===== src/rtl/alu_pkg.sv =====
// alu_pkg: shared types for the iterative ALU.
//   op_e    - opcode encoding used when op_cmp=0 (8..13 are unassigned and
//             fall through to "pass A").
//   state_e - control FSM states of alu_iter.
package alu_pkg;

    typedef enum logic [3:0] {
        OP_ADD = 4'd0,
        OP_SUB = 4'd1,
        OP_LSH = 4'd2,
        OP_RSH = 4'd3,
        OP_XOR = 4'd4,
        OP_AND = 4'd5,
        OP_OR  = 4'd6,
        OP_PAR = 4'd7,
        OP_TGB = 4'd14,
        OP_ASR = 4'd15
    } op_e;

    typedef enum logic [1:0] {
        IDLE  = 2'd0,
        SHIFT = 2'd1,
        DONE  = 2'd2
    } state_e;

    // True for the opcodes that go through the iterative shifter.
    function automatic logic is_shift_op(input logic [3:0] op);
        return (op == OP_LSH) || (op == OP_RSH) || (op == OP_ASR);
    endfunction

endpackage


===== src/rtl/alu_core_comb.sv =====
// alu_core_comb: purely combinational part of the ALU.
// Computes every single-cycle operation, compare mode and the flags.
// For the shift opcodes it returns B unchanged, which is the correct result
// for a shift amount of zero; nonzero shifts are handled by alu_iter.
// Ports:
//   op, op_cmp   - opcode and compare-mode select
//   a, b         - operands (a also serves as bit index for TGB)
//   result       - WIDTH-bit result
//   zero         - compare: a==b; otherwise result==0
//   less_than    - compare only: b<a unsigned
//   carry        - ADD/SUB only: bit WIDTH of the extended sum
module alu_core_comb
    import alu_pkg::*;
#(
    parameter int WIDTH = 8
) (
    input  logic [3:0]       op,
    input  logic             op_cmp,
    input  logic [WIDTH-1:0] a,
    input  logic [WIDTH-1:0] b,
    output logic [WIDTH-1:0] result,
    output logic             zero,
    output logic             less_than,
    output logic             carry
);

    logic [WIDTH:0]   add_sum;
    logic [WIDTH:0]   sub_sum;
    logic [WIDTH-1:0] tgb_mask;
    logic             parity;

    // SUB is a + ~b + 1, so carry=1 means "no borrow".
    assign add_sum = {1'b0, b} + {1'b0, a};
    assign sub_sum = {1'b0, a} + {1'b0, ~b} + {{WIDTH{1'b0}}, 1'b1};
    assign parity  = ^a;

    // One-hot mask selecting bit a; all zero when a>=WIDTH, so TGB then
    // leaves b untouched without a separate range check.
    generate
        for (genvar gi = 0; gi < WIDTH; gi++) begin : g_tgb_mask
            assign tgb_mask[gi] = (a == WIDTH'(gi));
        end
    endgenerate

    always_comb begin
        result    = '0;
        zero      = 1'b0;
        less_than = 1'b0;
        carry     = 1'b0;
        if (op_cmp) begin
            zero      = (a == b);
            less_than = (b < a);
        end else begin
            case (op)
                OP_ADD: begin
                    result = add_sum[WIDTH-1:0];
                    carry  = add_sum[WIDTH];
                end
                OP_SUB: begin
                    result = sub_sum[WIDTH-1:0];
                    carry  = sub_sum[WIDTH];
                end
                OP_LSH, OP_RSH, OP_ASR: result = b;
                OP_XOR: result = a ^ b;
                OP_AND: result = a & b;
                OP_OR:  result = a | b;
                OP_PAR: result = {{(WIDTH-1){1'b0}}, parity};
                OP_TGB: result = b ^ tgb_mask;
                default: result = a;
            endcase
            zero = (result == '0);
        end
    end

endmodule


===== src/rtl/alu_iter.sv =====
// alu_iter: multi-cycle ALU with valid/ready on both sides.
// Single-cycle operations and compare are registered in one cycle; LSH, RSH
// and ASR shift a working register one bit per cycle, so a shift of n bits
// (n clamped to WIDTH) takes n+1 cycles from accept to out_valid.
// Ports:
//   clk, reset           - clock, asynchronous active-high reset
//   in_valid / in_ready  - operation handshake (accept in IDLE only)
//   op, op_cmp           - opcode and compare-mode select
//   input_a, input_b     - operands; input_a is also shift amount / bit index
//   out_valid/out_ready  - result handshake; result held until taken
//   out, zero, less_than, carry - registered result and flags
//   busy                 - high while an operation is in flight (SHIFT/DONE)
module alu_iter
    import alu_pkg::*;
#(
    parameter int WIDTH = 8,
    parameter int SHW   = $clog2(WIDTH) + 1
) (
    input  logic             clk,
    input  logic             reset,
    input  logic             in_valid,
    output logic             in_ready,
    input  logic [3:0]       op,
    input  logic             op_cmp,
    input  logic [WIDTH-1:0] input_a,
    input  logic [WIDTH-1:0] input_b,
    output logic             out_valid,
    input  logic             out_ready,
    output logic [WIDTH-1:0] out,
    output logic             zero,
    output logic             less_than,
    output logic             carry,
    output logic             busy
);

    localparam logic [WIDTH:0] WIDTH_EXT = (WIDTH + 1)'(WIDTH);
    localparam logic [SHW-1:0] CNT_MAX   = SHW'(WIDTH);
    localparam logic [SHW-1:0] CNT_ONE   = SHW'(1);

    state_e           state_reg;
    logic [SHW-1:0]   cnt_reg;
    logic [WIDTH-1:0] shreg_reg;
    logic [3:0]       sop_reg;
    logic [WIDTH-1:0] out_reg;
    logic             zero_reg;
    logic             lt_reg;
    logic             carry_reg;

    logic [WIDTH-1:0] core_result;
    logic             core_zero;
    logic             core_lt;
    logic             core_carry;

    logic [SHW-1:0]   amount;
    logic             start_shift;
    logic [WIDTH-1:0] shreg_next;

    alu_core_comb #(
        .WIDTH(WIDTH)
    ) u_core (
        .op        (op),
        .op_cmp    (op_cmp),
        .a         (input_a),
        .b         (input_b),
        .result    (core_result),
        .zero      (core_zero),
        .less_than (core_lt),
        .carry     (core_carry)
    );

    // Shifting by WIDTH or more gives the same answer as shifting by WIDTH,
    // so the counter never needs more than SHW bits.
    assign amount = ({1'b0, input_a} >= WIDTH_EXT) ? CNT_MAX : input_a[SHW-1:0];

    // A zero-amount shift is just "pass B", which the core already provides.
    assign start_shift = !op_cmp && is_shift_op(op) && (amount != '0);

    // One-bit step in the direction and fill of the captured shift op.
    always_comb begin
        shreg_next = shreg_reg;
        case (sop_reg)
            OP_LSH:  shreg_next = {shreg_reg[WIDTH-2:0], 1'b0};
            OP_RSH:  shreg_next = {1'b0, shreg_reg[WIDTH-1:1]};
            OP_ASR:  shreg_next = {shreg_reg[WIDTH-1], shreg_reg[WIDTH-1:1]};
            default: shreg_next = shreg_reg;
        endcase
    end

    always_ff @(posedge clk or posedge reset) begin
        if (reset) begin
            state_reg <= IDLE;
            cnt_reg   <= '0;
            shreg_reg <= '0;
            sop_reg   <= '0;
            out_reg   <= '0;
            zero_reg  <= 1'b0;
            lt_reg    <= 1'b0;
            carry_reg <= 1'b0;
        end else begin
            case (state_reg)
                IDLE: begin
                    // in_ready is exactly "IDLE and not in reset", and reset
                    // is excluded by this branch, so in_valid alone accepts.
                    if (in_valid) begin
                        if (start_shift) begin
                            shreg_reg <= input_b;
                            cnt_reg   <= amount;
                            sop_reg   <= op;
                            state_reg <= SHIFT;
                        end else begin
                            out_reg   <= core_result;
                            zero_reg  <= core_zero;
                            lt_reg    <= core_lt;
                            carry_reg <= core_carry;
                            state_reg <= DONE;
                        end
                    end
                end
                SHIFT: begin
                    shreg_reg <= shreg_next;
                    cnt_reg   <= cnt_reg - CNT_ONE;
                    if (cnt_reg == CNT_ONE) begin
                        out_reg   <= shreg_next;
                        zero_reg  <= (shreg_next == '0);
                        lt_reg    <= 1'b0;
                        carry_reg <= 1'b0;
                        state_reg <= DONE;
                    end
                end
                DONE: begin
                    if (out_ready) begin
                        state_reg <= IDLE;
                    end
                end
                default: state_reg <= IDLE;
            endcase
        end
    end

    assign in_ready  = (state_reg == IDLE) && !reset;
    assign out_valid = (state_reg == DONE);
    assign busy      = (state_reg != IDLE);
    assign out       = out_reg;
    assign zero      = zero_reg;
    assign less_than = lt_reg;
    assign carry     = carry_reg;

endmodule


===== config.mk =====
export PLATFORM = sky130hd
export DESIGN_NAME = alu_iter
export DESIGN_NICKNAME = d
export VERILOG_FILES = /design/src/rtl/alu_pkg.sv /design/src/rtl/alu_core_comb.sv /design/src/rtl/alu_iter.sv
export SDC_FILE = /design/constraint.sdc
export NUM_CORES = 1
export LEC_CHECK = 0
export ABC_AREA = 0
export BUFFER_PORTS_ARGS = -buffer_cell sky130_fd_sc_hd__buf_2
export CELL_PAD_IN_SITES_DETAIL_PLACEMENT = 0
export CELL_PAD_IN_SITES_GLOBAL_PLACEMENT = 2
export CORE_MARGIN = 8
export CORE_UTILIZATION = 32
export CTS_CLUSTER_SIZE = 16
export DETAILED_ROUTE_END_ITERATION = 10
export PLACE_DENSITY_LB_ADDON = 0.1
export SLEW_MARGIN = 0
export SYNTH_ARGS = -nofsm -noshare
export SYNTH_HDL_FRONTEND = slang
export SYNTH_SLANG_ARGS = --single-unit

===== constraint.sdc =====
create_clock -name clk -period 2.1 [get_ports clk]
set_input_delay 0.21 -clock clk [delete_from_list [all_inputs] [get_ports clk]]
set_output_delay 0.21 -clock clk [all_outputs]
set_load 0.005 [all_outputs]

; Word level (Yosys, flattened, before mapping)
; Index checks and enable logic that the tools add are counted.
; Widths: inputs -> output; s select.
[word_totals]
reg_bits = 29
in_bits = 25
elab_cells = 103
[classes]
addsub = 4
order_cmp = 2
n_eq_ne = 28
muxes = 35
bitwise = 5
reduce_logical = 21
[ops]
columns = op, n
row1 = $pmux 8 s8, 1
row2 = $mux 8, 7
row3 = $eq 8x3->1 const B, 4
row4 = $pmux 8 s2, 2
row5 = $logic_not 8->1, 3
row6 = $pmux 8 s3, 1
row7 = $add 8x8->9, 2
row8 = $eq 4x2->1 const B, 4
row9 = $eq 4x3->1 const B, 4
row10 = $eq 8x2->1 const B, 2
row11 = $xor 8x8->8, 2
row12 = $eq 4x4->1 const B, 3
row13 = $mux 4, 3
row14 = $mux 1, 11
row15 = $add 9x1->9 const B, 1
row16 = $reduce_and 3->1, 3
row17 = $and 8x8->8, 1
row18 = $eq 4x1->1 const B, 2
row19 = $eq 8x1->1 const B, 1
row20 = $eq 8x8->1, 1
row21 = $ge 8x4->1 const B, 1
row22 = $lt 8x8->1, 1
row23 = $mux 2, 4
row24 = $ne 2x2->1 const B, 4
row25 = other kinds (19), 27

; Logic depth before layout (Yosys ltp)
[depth]
word_depth = 10
mapped_depth = 11

; By module
; A second synthesis with hierarchy kept.
[unflattened]
cells_unflattened = 484
hier_area_um2 = 3808.7
[modules_own_cells]
columns = module, n_inst, cells_per_inst, area_each_um2, seq_area_each_um2
row1 = alu_core_comb, 1, 269, 1940.6, 0.0
row2 = alu_iter, 1, 215, 1868.0, 725.7

; Worst setup path after synthesis
; No wires, ideal clock.
[synth_timing]
kind = input to register
startpoint = input input_a[0]
endpoint = register zero_reg, in the netlist zero
setup_time_ps = 104
arrival_ps = 2576
t_required_ps = 1996
setup_slack_ps = -580
path_stages = 10
path_buffers = 0
cell_sequence = inv_1 ha_1 fa_1 mux2i_1 xnor2_1 o21ai_1 mux2_2 o32a_1 or4_4 o41ai_2
[synth_between]
elab_chain_len = 9
[synth_lines]
columns = element, line
row1 = "start, declared", alu_iter.sv:25  ; input logic [WIDTH-1:0] input_a,
row2 = "$add 8x8->9, or another cell as far along", alu_core_comb.sv:34  ; assign sub_sum = {1'b0, a} + {1'b0, ~b} + {{WIDTH{1'b0}}, 1'b1};
row3 = $add 9x1->9 / $xor 8x8->8 (equally long branches), "alu_core_comb.sv:34, alu_core_comb.sv:68"
row4 = $pmux 8 s8, alu_core_comb.sv:54  ; case (op)
row5 = $mux 8, alu_core_comb.sv:50  ; if (op_cmp) begin
row6 = $logic_not 8->1, alu_core_comb.sv:71  ; zero = (result == '0);
row7 = $mux 1, alu_core_comb.sv:50
row8 = $mux 1, alu_iter.sv:105  ; if (start_shift) begin
row9 = $mux 1, alu_iter.sv:104  ; if (in_valid) begin
row10 = $pmux 1 s2, alu_iter.sv:100  ; case (state_reg)
row11 = "end signal, assigned", alu_iter.sv:112  ; zero_reg <= core_zero;
row12 = "end signal, assigned", alu_iter.sv:124  ; zero_reg <= (shreg_next == '0);
row13 = "end, declared", alu_iter.sv:45  ; logic zero_reg;
; Several ways; a longest one is shown, not always the timed one. The select of a mux whose other input is x is not followed.
; A chain may end at the register's enable or synchronous reset.

; Final worst setup path
; Ends and elaborated chain as after synthesis.

==> impl_metrics.py <==
metrics = {
    "worst_setup_path": {
        "r2r_slack_ps": 20,
        "path_max_fanout": 3,
        "crit_path_end_kind": "flip-flop",
        "cp.arrival_ps": 2630,
        "r2r-start": "sop_reg[3]",
        "critPathMaxStageDelay_ps": 490,
        "cp_slowest_cell": "or4_4",
        "path_cells": "buf_8 > inv_6 > ha_4 > fa_2 > mux2i_2 > xnor2_1 > o21ai_1 > mux2_4 > o32a_1 > or4_4 > o41ai_2",
        "crit_required_ps": 2290,
        "r2r-end": "zero",
        "startpoint": "input_a[0]",
        "r2r_cells": 7,
        "critPathKind": "input port to flip-flop",
        "critPathLaunchType": "input port",
    },
    "cts": {
        "clk_pin_slew_ps": 70,
        "cts.sinks": 29,
        "cts_buffers": 5,
        "cts_max_level": 2,
        "clock-root-buffer": "clkbuf_8",
        "cts_tree": "yes",
        "clk-insertion-delay-late_ps": 290,
        "clockBufferDepth": 2,
    },
    "floorplanning": {
        "pin_count": 39,
        "dieArea_mm2": 0.0147,
        "fp-row-count": 38,
        "start_util": 0.328,
        "fp.dieH_um": 121,
        "die-width_um": 121,
        "design.core.area_mm2": 0.0108,
    },
    "place": {
        "placed_cell_area_mm2": 0.00476,
        "gp_congestion": 0.870,
        "post-dp-hpwl_um": 10900,
        "dp_cells": 734,
        "portBuffers": 38,
    },
    "detailed_routing": {
        "first_pass_iters": 5,
        "drt_iter0_drc": 246,
        "antenna_left": 0,
        "post_drt_wl_per_cell_um": 17.7,
        "via_per_inst": 5.33,
        "drc": 0,
        "vias": 3990,
        "drt-total-wl_um": 13200,
    },
    "hold_path": {
        "worstHoldPathType": "input port to asynchronous set/reset pin",
    },
    "layout": {
        "seq_area_um2": 726,
        "num_antenna_cells": 0,
        "num-fill-cells": 1066,
        "area_growth_syn_to_layout_pct": 47.4,
        "finalNonFillerCells": 748,
        "multi_input_area_mm2": 0.00284,
        "drive_gt1_frac": 0.390,
        "stdcell_area_mm2": 0.00522,
        "nets": 679,
    },
    "timing": {
        "worstMarginPinSlew_ps": 554,
        "rsz0062_at_grt": "true",
        "skew_ps": 14.1,
        "fmax_mhz": 410,
        "drv_slew": 0,
        "fin_crit_sh": 1.16,
        "fin_setup_tns_ps": -876,
        "slew_headroom": 0.630,
        "worst_slack_ps": -340,
        "final-hold-violation-count": 3,
        "fin_crit_ps": 2440,
        "holdWs_ps": -5.06,
        "setup_viol": 5,
    },
    "logic_synthesis": {
        "synth_nets": 523,
        "async_flop_share": 1.00,
        "syn_avg_cell_area_um2": 7.85,
        "synth_edf_count": 0,
        "synth_cell_type_count": 66,
        "yosysWarningCount": 0,
        "ys_dominant_reg_cell": "dfrtp_1",
        "synth-seq-area-share": 0.205,
        "synthCells": 451,
        "synth_area_mm2": 0.00354,
        "synth-seq-cells": 29,
    },
    "grt": {
        "grt_pass1_vias": 3972,
        "grtUsageTotal": 0.182,
        "overflow": 0,
        "grt_pass1_wl_um": 21300,
        "grt_max_degree": 30,
        "antenna_found_initial": 0,
    },
    "power": {
        "p_leak_nw": 2.39,
        "peakVddDrop_mv": 0.328,
        "p_per_area_mw_per_mm2": 620,
        "power_mw": 3.23,
    },
    "run": {
        "cap_viol_max_count": 0,
    },
    "run_status": {
        "outcome": "finished with violations",
        "violations": "hold timing, setup timing",
    },
}
-- layer usage --
layer  GRT usage  vias to the layer above  part of all wire
met3      0.0289                       11             0.044
met1       0.250                     1909              0.49
met4      0.0332                        0            0.0098
met2       0.296                      106              0.46
met5           0                        -                 0
li1            -                     1964                 -
-- cells in the mapped netlist (5+ instances only) --
master / number / area, um2
ha_1: 45 / 563
xnor2_1: 9 / 78.8
o2111ai_1: 5 / 43.8
nor2_1: 39 / 146
nand3_1: 10 / 50.1
and3_1: 8 / 50.1
o22ai_1: 6 / 37.5
nor3_1: 11 / 55.1
mux2i_1: 11 / 110
inv_1: 35 / 131
a31oi_1: 10 / 62.6
clkbuf_1: 15 / 56.3
o21bai_1: 5 / 37.5
nand2_1: 35 / 131
nor2b_1: 5 / 31.3
dfrtp_1: 29 / 726
o21a_1: 6 / 45.0
nand4_1: 9 / 56.3
buf_2: 7 / 35.0
o211ai_1: 5 / 37.5
a21oi_1: 33 / 165
o21ai_0: 27 / 135
nand2b_1: 8 / 50.1
or3_1: 7 / 43.8
-- placed cells by master (no fill, tap or decap), types with 4 or more instances in the layout --
master,instances
nor2_1,39
xnor2_1,9
o21bai_1,4
a21boi_0,4
nand2_1,33
nand3_1,10
a31oi_1,9
o21ai_0,24
and3_1,8
o2111ai_1,5
nor3b_1,4
a221o_1,4
mux2i_1,10
o211ai_1,5
dfrtp_1,29
nand4_1,9
ha_1,37
buf_4,135
clkbuf_8,7
a21oi_1,29
nor3_1,8
buf_2,35
ha_4,5
o21a_1,5
nand2b_1,7
o21ai_1,4
o22ai_1,4
inv_1,32
or3_1,6
nor2b_1,4
-- critical path: cells and delay by family --
kind	cells	cell delay [ps]
adder cells (fa/ha/maj)	2	510
buffers and inverters	2	120
AO/OA/AOI/OAI	3	700
multiplexers	2	450
AND/OR/NAND/NOR	1	490
XOR/XNOR	1	140
-- repair_timing --
item / in CTS / in global routing
pin swaps: 17 / 21
endpoints found under the setup margin: 6 / 22
resized for setup: 33 / 34
setup buffers: 4 / 3
hold buffers: 0 / 0
-- per-stage QoR --
| stage | hold WS [ps] | setup slack [ps] | utilization |
|---|---|---|---|
| after CTS | 11.8 | -379 | 0.468 |
| after global routing | 64.0 | -378 | 0.483 |
| after floorplan | 288 | -379 | - |
| final | -5.06 | -340 | 0.483 |
| after detailed placement | 321 | -675 | 0.441 |
| after global placement | 314 | -677 | 0.441 |
-- cell families (layout without fill, tap and decap cells) --
| kind of cell | Yosys count | count (layout) | synth area share |
|---|---|---|---|
| AO/OA/AOI/OAI | 139 | 139 | 0.265 |
| XOR/XNOR | 9 | 9 | 0.0223 |
| adder cells (fa/ha/maj) | 47 | 47 | 0.170 |
| buffers and inverters | 59 | 216 | 0.0693 |
| flip-flops | 29 | 29 | 0.205 |
| multiplexers | 16 | 16 | 0.0470 |
| AND/OR/NAND/NOR | 152 | 152 | 0.221 |
-- area by class of cell --
cell class,count,share of cell area
repair buffers,173,0.236
clock buffers,7,0.0185
flip-flops and latches,29,0.139
multi-input cells,363,0.545
inverters,35,0.0269
well taps,140,0.0336
clock inverters,1,0.000959
-- power by group --
| group | leakage [nW] | internal [mW] | switching (mW) | total (mW) |
|---|---|---|---|---|
| sequential | 0.355 | 0.791 | 0.217 | 1.01 |
| clock | 0.0542 | 0.296 | 0.223 | 0.519 |
| combinational | 1.98 | 0.841 | 0.866 | 1.71 |
-- worst max path at each step --
stage / endpoint / slack, ps / depth (start not counted)
after floorplan: zero / -380 / 10
after global placement: out[7] / -680 / 11
after detailed placement: out[7] / -670 / 12
after CTS: zero / -380 / 10
after global routing: zero / -380 / 10
final: zero / -340 / 11
(Power assumes the default switching activity.)
